--- config.mk ---
export PLATFORM = sky130hd
export DESIGN_NAME = display_scanner
export DESIGN_NICKNAME = d
export VERILOG_FILES = /design/src/rtl/display_scanner.sv
export SDC_FILE = /design/constraint.sdc
export NUM_CORES = 1
export LEC_CHECK = 0
export CAP_MARGIN = 20
export CORE_UTILIZATION = 52
export CTS_BUF_LIST = sky130_fd_sc_hd__clkbuf_8
export DETAILED_ROUTE_END_ITERATION = 6
export HOLD_SLACK_MARGIN = 0.03
export PLACE_DENSITY = 0.75
export SETUP_SLACK_MARGIN = 0.05
export SKIP_CTS_REPAIR_TIMING = 1
export SYNTH_ARGS = -nofsm -noshare
export SYNTH_HDL_FRONTEND = slang
export SYNTH_SLANG_ARGS = --single-unit
--- constraint.sdc ---
create_clock -name clk -period 2 [get_ports clk]
set_clock_uncertainty 0.05 [all_clocks]
set_input_delay 0.4 -clock clk [delete_from_list [all_inputs] [get_ports clk]]
set_output_delay 0.4 -clock clk [all_outputs]
set_load 0.005 [all_outputs]
--- src/rtl/display_scanner.sv ---
// display_scanner: time-multiplexes a packed hex value across a common-anode
// seven-segment display; one nibble per scan slot, double-buffered at frame wrap.
// Latency: code/an/frame_done are registered, 1 cycle behind the scan index.
// Backpressure: none; load is accepted every cycle, en=0 blanks and freezes the scan.
//
// Ports:
//   clk, rst_n   rising-edge clock, asynchronous active-low reset
//   en           scan enable (low blanks the display, holds prescaler/index/code)
//   data, load   value to display (nibble k -> digit k, digit 0 rightmost) and its capture strobe
//   code         nibble of the digit currently lit, to the hex-to-segment decoder
//   an           active-low anode selects, one-hot-low while a digit is lit
//   frame_done   one-cycle pulse after the scan wraps from the last digit to digit 0
//
// Build option: define LEADING_ZERO_BLANK_EN to blank leading-zero digits
// (digit 0 always stays lit).

module display_scanner #(
   parameter int CLK_DIV = 100000,
   parameter int DIGITS  = 8
) (
   input  logic                  clk,
   input  logic                  rst_n,
   input  logic                  en,
   input  logic [4*DIGITS-1:0]   data,
   input  logic                  load,
   output logic [3:0]            code,
   output logic [DIGITS-1:0]     an,
   output logic                  frame_done
);

   localparam int PW = (CLK_DIV > 1) ? $clog2(CLK_DIV) : 1;
   localparam int IW = (DIGITS > 1) ? $clog2(DIGITS) : 1;
   localparam logic [PW-1:0] PRESC_MAX = PW'(CLK_DIV - 1);
   localparam logic [IW-1:0] IDX_MAX   = IW'(DIGITS - 1);

   logic [PW-1:0]         presc_q, presc_d;
   logic [IW-1:0]         idx_q, idx_d;
   logic [4*DIGITS-1:0]   pending_q, pending_d;
   logic                  pend_vld_q, pend_vld_d;
   logic [4*DIGITS-1:0]   shadow_q, shadow_d;
   logic [3:0]            code_q, code_d;
   logic [DIGITS-1:0]     an_q, an_d;
   logic                  frame_done_q, frame_done_d;

   logic                  tick;
   logic                  wrap;
   logic [3:0]            cur_nib;
   logic                  blank_cur;

`ifdef LEADING_ZERO_BLANK_EN
   // zero_from[k] is set when nibbles k..DIGITS-1 of the shown value are all zero.
   logic [DIGITS-1:0]     zero_from;
   logic                  zero_acc;

   always_comb begin
      zero_acc  = 1'b1;
      zero_from = '0;
      blank_cur = 1'b0;
      for (int k = DIGITS - 1; k >= 0; k--) begin
         zero_acc     = zero_acc && (shadow_q[4*k +: 4] == 4'h0);
         zero_from[k] = zero_acc;
      end
      // Digit 0 is excluded so a value of zero still shows a single "0".
      for (int k = 1; k < DIGITS; k++) begin
         if ((idx_q == IW'(k)) && zero_from[k]) begin
            blank_cur = 1'b1;
         end
      end
   end
`else
   assign blank_cur = 1'b0;
`endif

   always_comb begin
      tick = en && (presc_q == PRESC_MAX);
      wrap = tick && (idx_q == IDX_MAX);

      presc_d = presc_q;
      if (en) begin
         presc_d = tick ? '0 : presc_q + PW'(1);
      end

      idx_d = idx_q;
      if (tick) begin
         idx_d = wrap ? '0 : idx_q + IW'(1);
      end

      // Transfer first, then capture: a load landing on the wrap tick sends the
      // old pending value to the display and keeps the new one pending.
      pending_d  = pending_q;
      pend_vld_d = pend_vld_q;
      shadow_d   = shadow_q;
      if (wrap && pend_vld_q) begin
         shadow_d   = pending_q;
         pend_vld_d = 1'b0;
      end
      if (load) begin
         pending_d  = data;
         pend_vld_d = 1'b1;
      end

      frame_done_d = wrap;

      cur_nib = 4'h0;
      for (int k = 0; k < DIGITS; k++) begin
         if (idx_q == IW'(k)) begin
            cur_nib = shadow_q[4*k +: 4];
         end
      end

      // Disabled: blank all anodes but keep the last code so the decoder input is stable.
      code_d = code_q;
      an_d   = '1;
      if (en) begin
         code_d = cur_nib;
         for (int k = 0; k < DIGITS; k++) begin
            an_d[k] = (idx_q != IW'(k));
         end
         if (blank_cur) begin
            an_d = '1;
         end
      end
   end

   always_ff @(posedge clk or negedge rst_n) begin
      if (!rst_n) begin
         presc_q      <= '0;
         idx_q        <= '0;
         pending_q    <= '0;
         pend_vld_q   <= 1'b0;
         shadow_q     <= '0;
         code_q       <= 4'h0;
         an_q         <= '1;
         frame_done_q <= 1'b0;
      end else begin
         presc_q      <= presc_d;
         idx_q        <= idx_d;
         pending_q    <= pending_d;
         pend_vld_q   <= pend_vld_d;
         shadow_q     <= shadow_d;
         code_q       <= code_d;
         an_q         <= an_d;
         frame_done_q <= frame_done_d;
      end
   end

   assign code       = code_q;
   assign an         = an_q;
   assign frame_done = frame_done_q;

endmodule
Word level (Yosys, flattened, before mapping)

Cells that the tools add are included.

Reduce and logical (&&, ||, !) cells: 6
$add $sub $neg: 2
Equality and inequality tests: 15
Mux-type cells: 13

Operators by type and width:

| kind                  | number |
|---|---|
| $mux 4                | 8 |
| $add 17x1->17 const B | 1 |
| $eq 17x17->1 const B  | 1 |
| $mux 17               | 1 |
| $eq 3x3->1 const B    | 4 |
| $ne 3x3->1 const B    | 4 |
| $mux 8                | 1 |
| $eq 3x2->1 const B    | 2 |
| $ne 3x2->1 const B    | 2 |
| $add 3x1->3 const B   | 1 |
| $eq 3x1->1 const B    | 1 |
| $logic_and 1x1->1     | 3 |
| $logic_not 3->1       | 1 |
| $mux 3                | 1 |
| $ne 3x1->1 const B    | 1 |
| $reduce_bool 3->1     | 1 |
| $mux 1                | 2 |
| $reduce_bool 2->1     | 1 |

Output and inout port bits: 13
Input bits: 36
Register bits: 98
Word-level logic and storage cells: 44

Longest topological paths before layout

Word-level depth: 9
Mapped depth: 8
Depth with buffers taken out: 6

Least setup slack after synthesis

OpenSTA, ideal clock, no wires.

Kind: flip-flop to flip-flop
Start: register presc_q[0]
End: register shadow_q[10]
Arrival time: 2.031 ns
Required time: 1.825 ns
Period minus slack after synthesis: 2.206 ns
Cell stages (with the launch flop): 7
Path slack: -0.206 ns
Setup time: 0.125 ns
Path buffers: 1
Path through: dfrtp_1 ha_1 nand4_2 or4b_4 nor4_4 buf_6 mux2_2

Longest elaborated chain between the ends: 4

Ends and longest elaborated chain:

| item                   | RTL line | source |
|---|---|---|
| start, declared        | 36       | `logic [PW-1:0] presc_q, presc_d;` |
| start signal, assigned | 136      | `presc_q <= presc_d;` |
| $eq 17x17->1           | 75       | `tick = en && (presc_q == PRESC_MAX);` |
| $logic_and 1x1->1      | 75       |  |
| $logic_and 1x1->1      | 76       | `wrap = tick && (idx_q == IDX_MAX);` |
| $logic_and 1x1->1      | 93       | `if (wrap && pend_vld_q) begin` |
| end signal, assigned   | 140      | `shadow_q <= shadow_d;` |
| end, declared          | 40       | `logic [4*DIGITS-1:0] shadow_q, shadow_d;` |

No other way between the ends.
A chain may end at the register's enable or synchronous reset.

Worst setup path after layout

Start: register presc_q[0]
End: register shadow_q[14]

The elaborated chain is that of the path after synthesis.

==> flow_summary.json <==
{
  "critPathCaptureType": "register",
  "setup_viol": 32,
  "cp_max_fo": 17,
  "ir_drop_v": 0.000438,
  "cts.path.max_buffers": 2,
  "viasPerCell": 5.42,
  "grtUsageTotal_pct": 20.4,
  "via_count": 2755,
  "hold_ws_ns": -0.00135,
  "tightest_slew_ns": 0.517,
  "drv_cap": 0,
  "grt_pass1_vias": 2661,
  "initial_core_util_pct": 54.3,
  "synth-seq-cells": 98,
  "firstDrtPassIters": 4,
  "io_buffers": 48,
  "coreArea_um2": 7810,
  "failed_checks": "hold timing, setup timing",
  "relSlewSlack_pct": 65.5,
  "clockRootBuffer": "clkbuf_8",
  "syn_nets": 363,
  "utilization_pct": 68.2,
  "drc": 0,
  "wire_per_inst_um": 15.5,
  "fillers": 576,
  "synth.cell_area_um2": 4240,
  "avgSynthCellArea_um2": 13.2,
  "grt_pass1_wl_um": 13300,
  "layout_common_cells": "dfrtp_1, mux2_2, clkdlybuf4s50_1",
  "die_h_um": 92.3,
  "final_nets": 445,
  "status": "complete, but fails checks",
  "grt_setup_unrepaired": "yes",
  "drive_gt1_share_pct": 34.7,
  "pwr_density_cell_nw_per_um2": 705,
  "placedCellCount": 491,
  "clkSlewWorstSetupHoldPaths_ns": 0.09,
  "cp-start-kind": "register",
  "p_leak_nw": 2.41,
  "diodes": 0,
  "final_common_cell": "dfrtp_1",
  "antenna_found_initial": 0,
  "synthCells": 320,
  "max_freq_mhz": 453,
  "drv_slew": 0,
  "post-route-period-util_pct": 110,
  "rows": 32,
  "crit_arrival_ns": 2.41,
  "cts_tree": "yes",
  "htree_levels": 3,
  "reg2reg_depth": 6,
  "ant_nets": 0,
  "ys_warn_count": 0,
  "synth-seq-area-share_pct": 58.1,
  "dr.first_iter.drc_count": 95,
  "overflow": 0,
  "dp_hpwl_um": 5500,
  "hp-class": "in2async",
  "io_pins": 49,
  "insertion_delay_ns": 0.37,
  "wl_um": 7870,
  "crit_required_ns": 2.20,
  "worst_slack_ns": -0.208,
  "die_area_um2": 8510,
  "path_class": "reg2reg",
  "grt_max_degree": 99,
  "layout_min_cycle_time_ns": 2.21,
  "die_width_um": 92.3,
  "area_growth_pct": 25.6,
  "ys_types": 47,
  "numCtsBuffers": 9,
  "hold_violations": 5,
  "fin_cells": 508,
  "gp_congestion": 0.903,
  "clock_sinks": 98
}
## worst max-delay path, cell delays in order, from the launching register on
cell and delay, ns:
dfrtp_1 0.36, ha_2 0.21, nand4_4 0.11, or4b_4 0.55, nor4_4 0.20, buf_6 0.24
mux2_2 0.35
## layer usage
metal,part of all wire [%],vias to the layer above,global-route usage (%)
met5,0,-,0
met4,1.8,0,9.11
met3,3.3,13,3.48
met2,46,54,29.7
met1,49,1374,29.9
li1,-,1314,-
## synth_stat cells, drive strengths merged
library cell / n / share of area [%]
dfrtp: 90 / 53
mux2: 65 / 17
nand2: 14 / 1.2
clkbuf: 12 / 1.1
xnor2: 11 / 2.3
inv: 10 / 0.89
nor2: 10 / 0.95
o21ai: 10 / 1.2
a21oi: 8 / 0.95
dfstp: 8 / 5.0
nand3: 8 / 0.95
and3: 7 / 1.0
ha: 7 / 2.1
nand4: 6 / 1.0
a221o: 5 / 1.2
mux2i: 4 / 0.95
nor2b: 4 / 0.59
and4: 3 / 0.62
buf: 3 / 0.80
nand2b: 3 / 0.44
a211oi: 2 / 0.35
a21o: 2 / 0.35
a22oi: 2 / 0.35
nand3b: 2 / 0.35
nor3: 2 / 0.24
nor4: 2 / 0.65
o211ai: 2 / 0.35
o21a: 2 / 0.35
or2: 2 / 0.30
or4b: 2 / 0.56
xor2: 2 / 0.41
a221oi: 1 / 0.21
and4bb: 1 / 0.30
nand4b: 1 / 0.21
nor4b: 1 / 0.21
o211a: 1 / 0.24
o21bai: 1 / 0.18
o311a: 1 / 0.24
o41ai: 1 / 0.21
or3: 1 / 0.15
or4: 1 / 0.18
## flip-flops by register name, indices dropped and copies added (netlist names)
register / flops
pending_q: 32
shadow_q: 32
presc_q: 17
an: 8
code: 4
idx_q: 3
frame_done: 1
pend_vld_q: 1
## per-stage QoR
stage               instance area [µm²]  setup slack [ns]  setup TNS [ns]  power (mW)  hold WS (ns)
finish                             5320            -0.208           -6.16        3.75      -0.00135
global route                       5320            -0.315           -9.55        3.93        0.0680
CTS                                5250            -0.251           -7.51        3.79        0.0445
detailed placement                 5080            -0.600          -22.85        2.65         0.443
global placement                   5080            -0.557          -21.68        2.63         0.436
floorplan                          4270            -0.201           -6.14        2.39        0.0544
## area by class of cell
cell class | instances | area (µm²) | area share, %
clock buffers | 9 | 124 | 2.33
clock inverters | 6 | 45.0 | 0.846
inverters | 10 | 37.5 | 0.705
multi-input cells | 197 | 1720 | 32.3
flip-flops and latches | 98 | 2460 | 46.3
well taps | 102 | 128 | 2.40
repair buffers | 86 | 807 | 15.2
## final timing paths
| kind | startpoint | end | slack (ns) |
|---|---|---|---|
| worst max register to register | presc_q[0] | shadow_q[14] | -0.21 |
| max in group asynchronous | rst_n | idx_q[0] | 1.47 |
| worst max-delay path | presc_q[0] | shadow_q[14] | -0.21 |
| min in group clk | pending_q[31] | shadow_q[31] | 0.46 |
| worst min register to register | pending_q[31] | shadow_q[31] | 0.46 |
| worst min-delay path | rst_n | presc_q[6] | -0.001 |
## power by group
group	switching, mW	internal [mW]	leakage, nW	total (mW)
Sequential	0.0704	2.10	1.24	2.17
Combinational	0.184	0.262	1.10	0.446
Clock	0.694	0.447	0.0773	1.14
## cell families (layout without fill, tap and decap cells)
group	count (synthesis)	in the layout	share of synthesized area [%]
AO/OA/AOI/OAI	38	38	6.14
XOR/XNOR	13	13	2.69
adder cells (fa/ha/maj)	7	7	2.07
buffers and inverters	25	111	2.78
flip-flops	98	98	58.1
multiplexers	69	69	18.2
AND/OR/NAND/NOR	70	70	9.98
Note: power is estimated with default switching activity, not from simulation.
